<file path="config.mk">
export PLATFORM = sky130hd
export DESIGN_NAME = mc_port_arbiter_flat
export DESIGN_NICKNAME = d
export VERILOG_FILES = /design/src/rtl/mc_port_arbiter_pkg.sv /design/src/rtl/mc_port_arbiter_if.sv /design/src/rtl/mc_port_arbiter_rr_arbiter.sv /design/src/rtl/mc_port_arbiter.sv /design/src/flat_wrapper.sv
export SDC_FILE = /design/constraint.sdc
export NUM_CORES = 1
export LEC_CHECK = 0
export ABC_AREA = 1
export CAP_MARGIN = 20
export CORE_AREA = 5 5 377 379
export CTS_BUF_LIST = sky130_fd_sc_hd__clkbuf_2
export DETAILED_ROUTE_END_ITERATION = 6
export DIE_AREA = 0 0 382 384
export GPL_TIMING_DRIVEN = 0
export HOLD_SLACK_MARGIN = 0.15
export PLACE_DENSITY = 0.3
export SLEW_MARGIN = 20
export SYNTH_ARGS = -nofsm -noshare
export SYNTH_HDL_FRONTEND = slang
export SYNTH_HIERARCHICAL = 1
export SYNTH_SLANG_ARGS = --single-unit
</file>
<file path="constraint.sdc">
create_clock -name clk -period 12.42 [get_ports clk]
set_input_delay 3.726 -clock clk [delete_from_list [all_inputs] [get_ports clk]]
set_output_delay 3.726 -clock clk [all_outputs]
set_load 0.01 [all_outputs]
</file>
<file path="src/rtl/mc_port_arbiter_pkg.sv">
// Shared types and field widths for the MC port arbiter and its interface.
// Latency: n/a (declarations only).
// Backpressure: n/a.
package mc_port_arbiter_pkg;

  localparam int NUM_REQ_DEF      = 4;
  localparam int RTNCTL_WIDTH_DEF = 32;

  // MC request/response field widths
  localparam int CMD_W  = 3;
  localparam int SCMD_W = 4;
  localparam int SIZE_W = 2;
  localparam int VADR_W = 48;
  localparam int DATA_W = 64;

  // Width of the requester tag carried in the top bits of rtnctl
  function automatic int id_width(input int num_req);
    return (num_req <= 2) ? 1 : $clog2(num_req);
  endfunction

  typedef enum logic [1:0] {
    ST_RUN   = 2'd0,
    ST_DRAIN = 2'd1,
    ST_FLUSH = 2'd2,
    ST_WAIT  = 2'd3
  } fsm_state_t;

endpackage

</file>
<file path="src/rtl/mc_port_arbiter_if.sv">
// Bundle of requester, MC request/response and flush-control signals.
// Latency: n/a (wiring only).
// Backpressure: mc_rq_stall / rsp_stall / req_rdy travel through this bundle.
// Modports: slave = arbiter view, master = environment (requesters + MC) view.
interface mc_port_arbiter_if
  import mc_port_arbiter_pkg::*;
#(
  parameter int NUM_REQ      = NUM_REQ_DEF,
  parameter int ID_WIDTH     = id_width(NUM_REQ),
  parameter int RTNCTL_WIDTH = RTNCTL_WIDTH_DEF
);
  localparam int URW = RTNCTL_WIDTH - ID_WIDTH;

  // requester side
  logic [NUM_REQ-1:0]        req_vld;
  logic [NUM_REQ-1:0]        req_rdy;
  logic [NUM_REQ*CMD_W-1:0]  req_cmd;
  logic [NUM_REQ*SCMD_W-1:0] req_scmd;
  logic [NUM_REQ*SIZE_W-1:0] req_size;
  logic [NUM_REQ*VADR_W-1:0] req_vadr;
  logic [NUM_REQ*DATA_W-1:0] req_data;
  logic [NUM_REQ*URW-1:0]    req_rtnctl;

  // MC request
  logic                    mc_rq_vld;
  logic [CMD_W-1:0]        mc_rq_cmd;
  logic [SCMD_W-1:0]       mc_rq_scmd;
  logic [SIZE_W-1:0]       mc_rq_size;
  logic [VADR_W-1:0]       mc_rq_vadr;
  logic [DATA_W-1:0]       mc_rq_data;
  logic [RTNCTL_WIDTH-1:0] mc_rq_rtnctl;
  logic                    mc_rq_stall;

  // MC response
  logic                    mc_rs_vld;
  logic [CMD_W-1:0]        mc_rs_cmd;
  logic [SCMD_W-1:0]       mc_rs_scmd;
  logic [DATA_W-1:0]       mc_rs_data;
  logic [RTNCTL_WIDTH-1:0] mc_rs_rtnctl;
  logic                    mc_rs_stall;

  // requester responses
  logic [NUM_REQ-1:0]      rsp_vld;
  logic [CMD_W-1:0]        rsp_cmd;
  logic [SCMD_W-1:0]       rsp_scmd;
  logic [DATA_W-1:0]       rsp_data;
  logic [URW-1:0]          rsp_rtnctl;
  logic [NUM_REQ-1:0]      rsp_stall;

  // flush control
  logic mc_rq_flush;
  logic mc_rs_flush_cmplt;
  logic flush_req;
  logic flush_done;
  logic busy;

  modport slave (
    input  req_vld, req_cmd, req_scmd, req_size, req_vadr, req_data, req_rtnctl,
    output req_rdy,
    output mc_rq_vld, mc_rq_cmd, mc_rq_scmd, mc_rq_size, mc_rq_vadr, mc_rq_data, mc_rq_rtnctl,
    input  mc_rq_stall,
    input  mc_rs_vld, mc_rs_cmd, mc_rs_scmd, mc_rs_data, mc_rs_rtnctl,
    output mc_rs_stall,
    output rsp_vld, rsp_cmd, rsp_scmd, rsp_data, rsp_rtnctl,
    input  rsp_stall,
    output mc_rq_flush, flush_done, busy,
    input  mc_rs_flush_cmplt, flush_req
  );

  modport master (
    output req_vld, req_cmd, req_scmd, req_size, req_vadr, req_data, req_rtnctl,
    input  req_rdy,
    input  mc_rq_vld, mc_rq_cmd, mc_rq_scmd, mc_rq_size, mc_rq_vadr, mc_rq_data, mc_rq_rtnctl,
    output mc_rq_stall,
    output mc_rs_vld, mc_rs_cmd, mc_rs_scmd, mc_rs_data, mc_rs_rtnctl,
    input  mc_rs_stall,
    input  rsp_vld, rsp_cmd, rsp_scmd, rsp_data, rsp_rtnctl,
    output rsp_stall,
    input  mc_rq_flush, flush_done, busy,
    output mc_rs_flush_cmplt, flush_req
  );

endinterface

</file>
<file path="src/rtl/mc_port_arbiter_rr_arbiter.sv">
// Round-robin arbiter: one-hot grant to the first request after the pointer.
// Latency: grant is combinational; pointer moves on the clock after i_advance.
// Backpressure: pointer holds until the caller signals an accepted transfer.
// Ports: clk, i_reset, i_req (request vector), i_advance (grant consumed),
//        o_grant (one-hot), o_idx (binary index of the grant).
module mc_port_arbiter_rr_arbiter #(
  parameter int N   = 4,
  parameter int IDW = 2
) (
  input  logic           clk,
  input  logic           i_reset,
  input  logic [N-1:0]   i_req,
  input  logic           i_advance,
  output logic [N-1:0]   o_grant,
  output logic [IDW-1:0] o_idx
);

  logic [IDW-1:0] r_ptr;
  logic [IDW-1:0] w_cand;
  logic           w_found;

  // Circular search from r_ptr+1; N is a power of two so IDW-bit addition wraps.
  // The last candidate (offset N truncates to 0) is r_ptr itself.
  always_comb begin
    o_grant = '0;
    o_idx   = '0;
    w_found = 1'b0;
    w_cand  = '0;
    for (int k = 1; k <= N; k++) begin
      w_cand = r_ptr + IDW'(k);
      if (!w_found && i_req[w_cand]) begin
        o_grant[w_cand] = 1'b1;
        o_idx           = w_cand;
        w_found         = 1'b1;
      end
    end
  end

  // Reset to N-1 so the first grant after reset goes to requester 0.
  always_ff @(posedge clk or posedge i_reset) begin
    if (i_reset) r_ptr <= IDW'(N - 1);
    else if (i_advance) r_ptr <= o_idx;
  end

endmodule

</file>
<file path="src/rtl/mc_port_arbiter.sv">
// Shares one MC request/response port among NUM_REQ requesters, plus a flush sequencer.
// Latency: request accepted in cycle N is on mc_rq_* in N+1; responses route in 0 cycles.
// Backpressure: mc_rq_stall freezes the output register and drops req_rdy; any rsp_stall stalls MC.
// Ports: clk, i_reset (async, active-high), bus (mc_port_arbiter_if.slave).
module mc_port_arbiter
  import mc_port_arbiter_pkg::*;
#(
  parameter int NUM_REQ      = NUM_REQ_DEF,
  parameter int ID_WIDTH     = id_width(NUM_REQ),
  parameter int RTNCTL_WIDTH = RTNCTL_WIDTH_DEF
) (
  input  logic              clk,
  input  logic              i_reset,
  mc_port_arbiter_if.slave  bus
);

  localparam int URW = RTNCTL_WIDTH - ID_WIDTH;

  logic [NUM_REQ-1:0]  w_grant;
  logic [ID_WIDTH-1:0] w_idx;
  logic [ID_WIDTH-1:0] w_rs_id;
  logic                w_free, w_run, w_en, w_accept;

  fsm_state_t              r_state;
  logic                    r_rq_vld;
  logic [CMD_W-1:0]        r_cmd;
  logic [SCMD_W-1:0]       r_scmd;
  logic [SIZE_W-1:0]       r_size;
  logic [VADR_W-1:0]       r_vadr;
  logic [DATA_W-1:0]       r_data;
  logic [RTNCTL_WIDTH-1:0] r_rtnctl;
  logic                    r_flush, r_flush_done;

  // ---------------- request path ----------------
  assign w_free   = ~r_rq_vld | ~bus.mc_rq_stall;
  assign w_run    = (r_state == ST_RUN);
  // Reset is folded in so req_rdy reads 0 while reset is held.
  assign w_en     = w_free & w_run & ~i_reset;
  assign bus.req_rdy = w_grant & {NUM_REQ{w_en}};
  assign w_accept = |bus.req_rdy;

  mc_port_arbiter_rr_arbiter #(.N(NUM_REQ), .IDW(ID_WIDTH)) u_rr (
    .clk       (clk),
    .i_reset   (i_reset),
    .i_req     (bus.req_vld),
    .i_advance (w_accept),
    .o_grant   (w_grant),
    .o_idx     (w_idx)
  );

  always_ff @(posedge clk or posedge i_reset) begin
    if (i_reset) begin
      r_rq_vld <= 1'b0;
      r_cmd    <= '0;
      r_scmd   <= '0;
      r_size   <= '0;
      r_vadr   <= '0;
      r_data   <= '0;
      r_rtnctl <= '0;
    end else if (w_free) begin
      r_rq_vld <= w_accept;
      if (w_accept) begin
        r_cmd    <= bus.req_cmd[w_idx*CMD_W +: CMD_W];
        r_scmd   <= bus.req_scmd[w_idx*SCMD_W +: SCMD_W];
        r_size   <= bus.req_size[w_idx*SIZE_W +: SIZE_W];
        r_vadr   <= bus.req_vadr[w_idx*VADR_W +: VADR_W];
        r_data   <= bus.req_data[w_idx*DATA_W +: DATA_W];
        r_rtnctl <= {w_idx, bus.req_rtnctl[w_idx*URW +: URW]};
      end
    end
  end

  assign bus.mc_rq_vld    = r_rq_vld;
  assign bus.mc_rq_cmd    = r_cmd;
  assign bus.mc_rq_scmd   = r_scmd;
  assign bus.mc_rq_size   = r_size;
  assign bus.mc_rq_vadr   = r_vadr;
  assign bus.mc_rq_data   = r_data;
  assign bus.mc_rq_rtnctl = r_rtnctl;

  // ---------------- response path ----------------
  assign w_rs_id = bus.mc_rs_rtnctl[RTNCTL_WIDTH-1 -: ID_WIDTH];

  always_comb begin
    bus.rsp_vld          = '0;
    bus.rsp_vld[w_rs_id] = bus.mc_rs_vld;
  end

  assign bus.rsp_cmd    = bus.mc_rs_cmd;
  assign bus.rsp_scmd   = bus.mc_rs_scmd;
  assign bus.rsp_data   = bus.mc_rs_data;
  assign bus.rsp_rtnctl = bus.mc_rs_rtnctl[URW-1:0];
  // Stall MC whenever any requester stalls, regardless of the response target.
  assign bus.mc_rs_stall = |bus.rsp_stall;

  // ---------------- flush sequencer ----------------
  always_ff @(posedge clk or posedge i_reset) begin
    if (i_reset) begin
      r_state      <= ST_RUN;
      r_flush      <= 1'b0;
      r_flush_done <= 1'b0;
    end else begin
      r_flush      <= 1'b0;
      r_flush_done <= 1'b0;
      case (r_state)
        ST_RUN:   if (bus.flush_req) r_state <= ST_DRAIN;
        ST_DRAIN: if (!r_rq_vld) begin
                    r_state <= ST_FLUSH;
                    r_flush <= 1'b1;
                  end
        // A completion arriving during the flush pulse is honoured immediately.
        ST_FLUSH: if (bus.mc_rs_flush_cmplt) begin
                    r_state      <= ST_RUN;
                    r_flush_done <= 1'b1;
                  end else begin
                    r_state <= ST_WAIT;
                  end
        ST_WAIT:  if (bus.mc_rs_flush_cmplt) begin
                    r_state      <= ST_RUN;
                    r_flush_done <= 1'b1;
                  end
        default:  r_state <= ST_RUN;
      endcase
    end
  end

  assign bus.mc_rq_flush = r_flush;
  assign bus.flush_done  = r_flush_done;
  assign bus.busy        = r_rq_vld | ~w_run;

endmodule

</file>
<file path="src/flat_wrapper.sv">
// flat-port wrapper written by rule: the top's interface ports become plain ports
module mc_port_arbiter_flat import mc_port_arbiter_pkg::*;
#(
  parameter int NUM_REQ      = NUM_REQ_DEF,
  parameter int ID_WIDTH     = id_width(NUM_REQ),
  parameter int RTNCTL_WIDTH = RTNCTL_WIDTH_DEF
)
  (clk, i_reset, bus_req_vld, bus_req_cmd, bus_req_scmd, bus_req_size, bus_req_vadr, bus_req_data, bus_req_rtnctl, bus_req_rdy, bus_mc_rq_vld, bus_mc_rq_cmd, bus_mc_rq_scmd, bus_mc_rq_size, bus_mc_rq_vadr, bus_mc_rq_data, bus_mc_rq_rtnctl, bus_mc_rq_stall, bus_mc_rs_vld, bus_mc_rs_cmd, bus_mc_rs_scmd, bus_mc_rs_data, bus_mc_rs_rtnctl, bus_mc_rs_stall, bus_rsp_vld, bus_rsp_cmd, bus_rsp_scmd, bus_rsp_data, bus_rsp_rtnctl, bus_rsp_stall, bus_mc_rq_flush, bus_flush_done, bus_busy, bus_mc_rs_flush_cmplt, bus_flush_req);
  mc_port_arbiter_if #(.NUM_REQ(NUM_REQ), .ID_WIDTH(ID_WIDTH), .RTNCTL_WIDTH(RTNCTL_WIDTH)) bus_i ();
  input  logic clk;
  input  logic i_reset;
  input wire logic [$bits(bus_i.req_vld)-1:0] bus_req_vld;
  input wire logic [$bits(bus_i.req_cmd)-1:0] bus_req_cmd;
  input wire logic [$bits(bus_i.req_scmd)-1:0] bus_req_scmd;
  input wire logic [$bits(bus_i.req_size)-1:0] bus_req_size;
  input wire logic [$bits(bus_i.req_vadr)-1:0] bus_req_vadr;
  input wire logic [$bits(bus_i.req_data)-1:0] bus_req_data;
  input wire logic [$bits(bus_i.req_rtnctl)-1:0] bus_req_rtnctl;
  output wire logic [$bits(bus_i.req_rdy)-1:0] bus_req_rdy;
  output wire logic [$bits(bus_i.mc_rq_vld)-1:0] bus_mc_rq_vld;
  output wire logic [$bits(bus_i.mc_rq_cmd)-1:0] bus_mc_rq_cmd;
  output wire logic [$bits(bus_i.mc_rq_scmd)-1:0] bus_mc_rq_scmd;
  output wire logic [$bits(bus_i.mc_rq_size)-1:0] bus_mc_rq_size;
  output wire logic [$bits(bus_i.mc_rq_vadr)-1:0] bus_mc_rq_vadr;
  output wire logic [$bits(bus_i.mc_rq_data)-1:0] bus_mc_rq_data;
  output wire logic [$bits(bus_i.mc_rq_rtnctl)-1:0] bus_mc_rq_rtnctl;
  input wire logic [$bits(bus_i.mc_rq_stall)-1:0] bus_mc_rq_stall;
  input wire logic [$bits(bus_i.mc_rs_vld)-1:0] bus_mc_rs_vld;
  input wire logic [$bits(bus_i.mc_rs_cmd)-1:0] bus_mc_rs_cmd;
  input wire logic [$bits(bus_i.mc_rs_scmd)-1:0] bus_mc_rs_scmd;
  input wire logic [$bits(bus_i.mc_rs_data)-1:0] bus_mc_rs_data;
  input wire logic [$bits(bus_i.mc_rs_rtnctl)-1:0] bus_mc_rs_rtnctl;
  output wire logic [$bits(bus_i.mc_rs_stall)-1:0] bus_mc_rs_stall;
  output wire logic [$bits(bus_i.rsp_vld)-1:0] bus_rsp_vld;
  output wire logic [$bits(bus_i.rsp_cmd)-1:0] bus_rsp_cmd;
  output wire logic [$bits(bus_i.rsp_scmd)-1:0] bus_rsp_scmd;
  output wire logic [$bits(bus_i.rsp_data)-1:0] bus_rsp_data;
  output wire logic [$bits(bus_i.rsp_rtnctl)-1:0] bus_rsp_rtnctl;
  input wire logic [$bits(bus_i.rsp_stall)-1:0] bus_rsp_stall;
  output wire logic [$bits(bus_i.mc_rq_flush)-1:0] bus_mc_rq_flush;
  output wire logic [$bits(bus_i.flush_done)-1:0] bus_flush_done;
  output wire logic [$bits(bus_i.busy)-1:0] bus_busy;
  input wire logic [$bits(bus_i.mc_rs_flush_cmplt)-1:0] bus_mc_rs_flush_cmplt;
  input wire logic [$bits(bus_i.flush_req)-1:0] bus_flush_req;
  assign bus_i.req_vld = bus_req_vld;
  assign bus_i.req_cmd = bus_req_cmd;
  assign bus_i.req_scmd = bus_req_scmd;
  assign bus_i.req_size = bus_req_size;
  assign bus_i.req_vadr = bus_req_vadr;
  assign bus_i.req_data = bus_req_data;
  assign bus_i.req_rtnctl = bus_req_rtnctl;
  assign bus_req_rdy = bus_i.req_rdy;
  assign bus_mc_rq_vld = bus_i.mc_rq_vld;
  assign bus_mc_rq_cmd = bus_i.mc_rq_cmd;
  assign bus_mc_rq_scmd = bus_i.mc_rq_scmd;
  assign bus_mc_rq_size = bus_i.mc_rq_size;
  assign bus_mc_rq_vadr = bus_i.mc_rq_vadr;
  assign bus_mc_rq_data = bus_i.mc_rq_data;
  assign bus_mc_rq_rtnctl = bus_i.mc_rq_rtnctl;
  assign bus_i.mc_rq_stall = bus_mc_rq_stall;
  assign bus_i.mc_rs_vld = bus_mc_rs_vld;
  assign bus_i.mc_rs_cmd = bus_mc_rs_cmd;
  assign bus_i.mc_rs_scmd = bus_mc_rs_scmd;
  assign bus_i.mc_rs_data = bus_mc_rs_data;
  assign bus_i.mc_rs_rtnctl = bus_mc_rs_rtnctl;
  assign bus_mc_rs_stall = bus_i.mc_rs_stall;
  assign bus_rsp_vld = bus_i.rsp_vld;
  assign bus_rsp_cmd = bus_i.rsp_cmd;
  assign bus_rsp_scmd = bus_i.rsp_scmd;
  assign bus_rsp_data = bus_i.rsp_data;
  assign bus_rsp_rtnctl = bus_i.rsp_rtnctl;
  assign bus_i.rsp_stall = bus_rsp_stall;
  assign bus_mc_rq_flush = bus_i.mc_rq_flush;
  assign bus_flush_done = bus_i.flush_done;
  assign bus_busy = bus_i.busy;
  assign bus_i.mc_rs_flush_cmplt = bus_mc_rs_flush_cmplt;
  assign bus_i.flush_req = bus_flush_req;
  mc_port_arbiter #(.NUM_REQ(NUM_REQ), .ID_WIDTH(ID_WIDTH), .RTNCTL_WIDTH(RTNCTL_WIDTH)) u_core (.clk(clk), .i_reset(i_reset), .bus(bus_i));
endmodule
</file>
==> flow_summary.json <==
{
  "leakage_nw": 11.38,
  "grt_usage_pct": 15.53,
  "hold_start": "u_core/bus.mc_rq_vadr[36]",
  "cp_cell_sequence": "clkdlybuf4s50_1 -> inv_8 -> nand2_1 -> nor2_4 -> inv_1 -> nor2_1 -> clkdlybuf4s50_1",
  "cts_resized": 0,
  "cpMostUsedCell": "clkdlybuf4s50_1",
  "cts_tree": "yes",
  "setup-tns-final_ns": 0,
  "hold_class": "reg2reg",
  "fin_cells": 4800,
  "whs_ns": 0.5417,
  "grt_start_max_net_pins": 70,
  "grt_pass1_vias": 17810,
  "worstSkewPairLatency_ns": 1.18,
  "reg2reg_from": "u_core/u_rr/r_ptr[0]",
  "hold-path-endpoint": "u_core/bus.mc_rq_vadr[36]",
  "dpl.hpwl_mm": 101.0,
  "yosysTopAreaCellShare_pct": 30.22,
  "synthAdderAreaFrac_pct": 0.7650,
  "wl_mm": 118.8,
  "worstSetupStartpointType": "input port",
  "final_core_util_pct": 17.83,
  "sequentialPowerShare_pct": 12.6,
  "die_h_um": 384,
  "syn_to_final_growth_pct": 88.70,
  "yosys_warnings": 6,
  "place_ws_ns": 2.687,
  "crit_type": "in2out",
  "p_int_mw": 2.797,
  "ir_drop_mv": 0.1534,
  "avgRoutedWirePerCell_um": 24.75,
  "p_sw_mw": 4.560,
  "yosys.area.top_type": "dfrtp_1",
  "rr_endpoint": "u_core/bus.mc_rq_rtnctl[5]",
  "htreeDepth": 4,
  "yosys-top-cells-area": "dfrtp_1, nand2_1, inv_1",
  "drt_iter0_drc": 764,
  "r2r_slack_ns": 8.10,
  "endpoint_kind": "primary output",
  "die_x_um": 382,
  "drc": 0,
  "hold_viol": 0,
  "drv_slew": 0,
  "clk_path_buf_depth": 2,
  "relSlewSlack_pct": 34.98,
  "critPathRequiredTime_ns": 8.69,
  "finalCritPeriodShare_pct": 77.95,
  "synth.avg_cell_area_um2": 6.382,
  "start_util_pct": 9.447,
  "core_area_um2": 138500,
  "drive_above_1_share_pct": 9.360,
  "min_period_ns": 9.681,
  "gp_congestion": 0.8215,
  "clock_power_share_pct": 6.1,
  "critPathMaxStageDelay_ns": 0.76,
  "status": "finished clean",
  "grt_pass1_wl_mm": 154.5,
  "syn-num-nets": 2779,
  "viasPerCell": 3.506,
  "antenna_left": 0,
  "overflow": 0,
  "place_inst": 4745,
  "seq_area_frac_synth_pct": 30.62,
  "die_area_um2": 146700,
  "netlist_area_um2": 13080,
  "layout.nets": 3686,
  "setup_viol": 0,
  "clock_sinks": 160,
  "grt_setup_unrepaired": "no",
  "ctsHoldBuffers": 0,
  "fmax_mhz": 103.3,
  "synthCells": 2050,
  "cp_data_arrival_time_ns": 5.96,
  "dr.pass1.iters": 5,
  "synth_mux_area_share_pct": 0,
  "cts_buffers": 17,
  "antenna_found_initial": 38,
  "yosys.area_share.simple_pct": 27.11,
  "sw_frac_of_total_pct": 61.99,
  "synth_xor_area_share_pct": 0,
  "cts_root_buffer": "clkbuf_2",
  "worstHoldPathCells": 2,
  "critPathSlowestCell": "clkdlybuf4s50_1",
  "via_count": 16830,
  "synth_top_family_by_area": "simple AND/OR/NAND/NOR gates",
  "ys_ff_latch": 160,
  "rr_worst_depth": 17,
  "drv_cap": 0,
  "io_buffers": 886,
  "crit_path_max_fanout": 48,
  "cts_setup_buffers": 0,
  "synth-compound-area-share_pct": 20.62,
  "clock-skew-final_ns": 0.04757,
  "p_per_area_nw_per_um2": 298.0,
  "tightest_slew_ns": 0.9651,
  "num_io_pins": 988,
  "worst_slack_ns": 2.739,
  "yosysUniqueCellTypes": 32,
  "rows": 137,
  "path_clk_slew_ns": 0.25,
  "power_frac_comb_pct": 81.2
}
==> worst max-delay path, delay by kind of cell <==
family        cells  cell delay (ns)
simple gates      3             0.43
buf+inv           4             1.76
==> sequential cells by signal, indices dropped and copies added, names as in the netlist <==
| register | flops |
|---|---|
| u_core/bus.mc_rq_flush | 1 |
| u_core/u_rr/r_ptr | 2 |
| u_core/bus.mc_rq_rtnctl | 32 |
| u_core/r_state | 2 |
| u_core/bus.mc_rq_data | 64 |
| u_core/bus.flush_done | 1 |
| u_core/bus.mc_rq_scmd | 4 |
| u_core/bus.mc_rq_vld | 1 |
| u_core/bus.mc_rq_cmd | 3 |
| u_core/bus.mc_rq_vadr | 48 |
| u_core/bus.mc_rq_size | 2 |
==> placed cells by master, fill, tap and decap left out, drive strengths merged <==
cell,n
ha,8
clkinv,5
nor2,15
nand4,4
buf,210
o211ai,151
a22oi,1
nand3,162
clkbuf,62
diode,23
or2,2
and2,1
bufinv,7
dfstp,2
inv,326
o21ai,154
a21oi,154
clkdlybuf4s50,886
nand2,657
a21boi,1
dfrtp,158
nor3,4
==> how the worst max path moves through the flow <==
stage / cells after the start / endpoint / startpoint / slack (ns)
floorplan: 5 / bus_req_rdy[0] / i_reset / 0.74
global placement: 7 / bus_req_rdy[3] / i_reset / -3.63
CTS: 7 / bus_req_rdy[3] / i_reset / 2.68
global route: 7 / bus_req_rdy[3] / i_reset / 2.59
finish: 7 / bus_req_rdy[3] / i_reset / 2.74
detailed placement: 7 / bus_req_rdy[3] / i_reset / 2.69
==> cell type report <==
| cell class | count | area [um2] |
|---|---|---|
| diodes | 23 | 57.56 |
| plain buffers | 252 | 1523 |
| clock buffers | 18 | 90.09 |
| clock inverters | 14 | 259.0 |
| fillers | 15960 | 113800 |
| inverters | 324 | 1224 |
| multi-input cells | 1314 | 6345 |
| flip-flops and latches | 160 | 4006 |
| well taps | 1807 | 2261 |
| repair buffers | 888 | 8924 |
==> through the flow <==
stage	power, mW	instance area, um2
3_5_place_dp	7.184	24280
4_1_cts	7.685	24630
2_1_floorplan	3.829	13080
3_3_place_gp	7.200	24210
5_1_grt	8.045	24670
6_report	7.357	24690
==> cells in the mapped netlist (all sizes together) <==
master  count
clkbuf     44
a21boi      1
nor2       15
nand3     162
a21oi     154
dfstp       2
and2        1
a22oi       1
ha          8
or2         2
o21ai     154
o211ai    151
nand4       4
nor3        4
buf       208
clkinv      1
inv       323
nand2     657
dfrtp     158
==> routing by layer <==
layer  global-route usage [%]  wire length (um)  vias to the layer above
met5                        0                57                        -
met4                    4.408              1893                       10
met3                    5.311              9135                       70
met2                    28.58             62700                      637
met1                    16.87             45010                     7854
li1                         -                 -                     8257
==> cells by family after synthesis <==
| kind of cell | count (synthesis) |
|---|---|
| AO/OA/AOI/OAI | 461 |
| adder cells (fa/ha/maj) | 8 |
| buffers and inverters | 576 |
| flip-flops | 160 |
| AND/OR/NAND/NOR | 845 |
==> power by group through the flow <==
stage | Clock [mW] | Combinational (mW) | Sequential, mW
finish | 0.451 | 5.98 | 0.930
global route | 0.500 | 6.58 | 0.961
CTS | 0.493 | 6.26 | 0.934
detailed placement | 0 | 6.24 | 0.943
global placement | 0 | 6.26 | 0.941
floorplan | 0 | 2.81 | 1.02
Power figures use the tool's default switching activity.
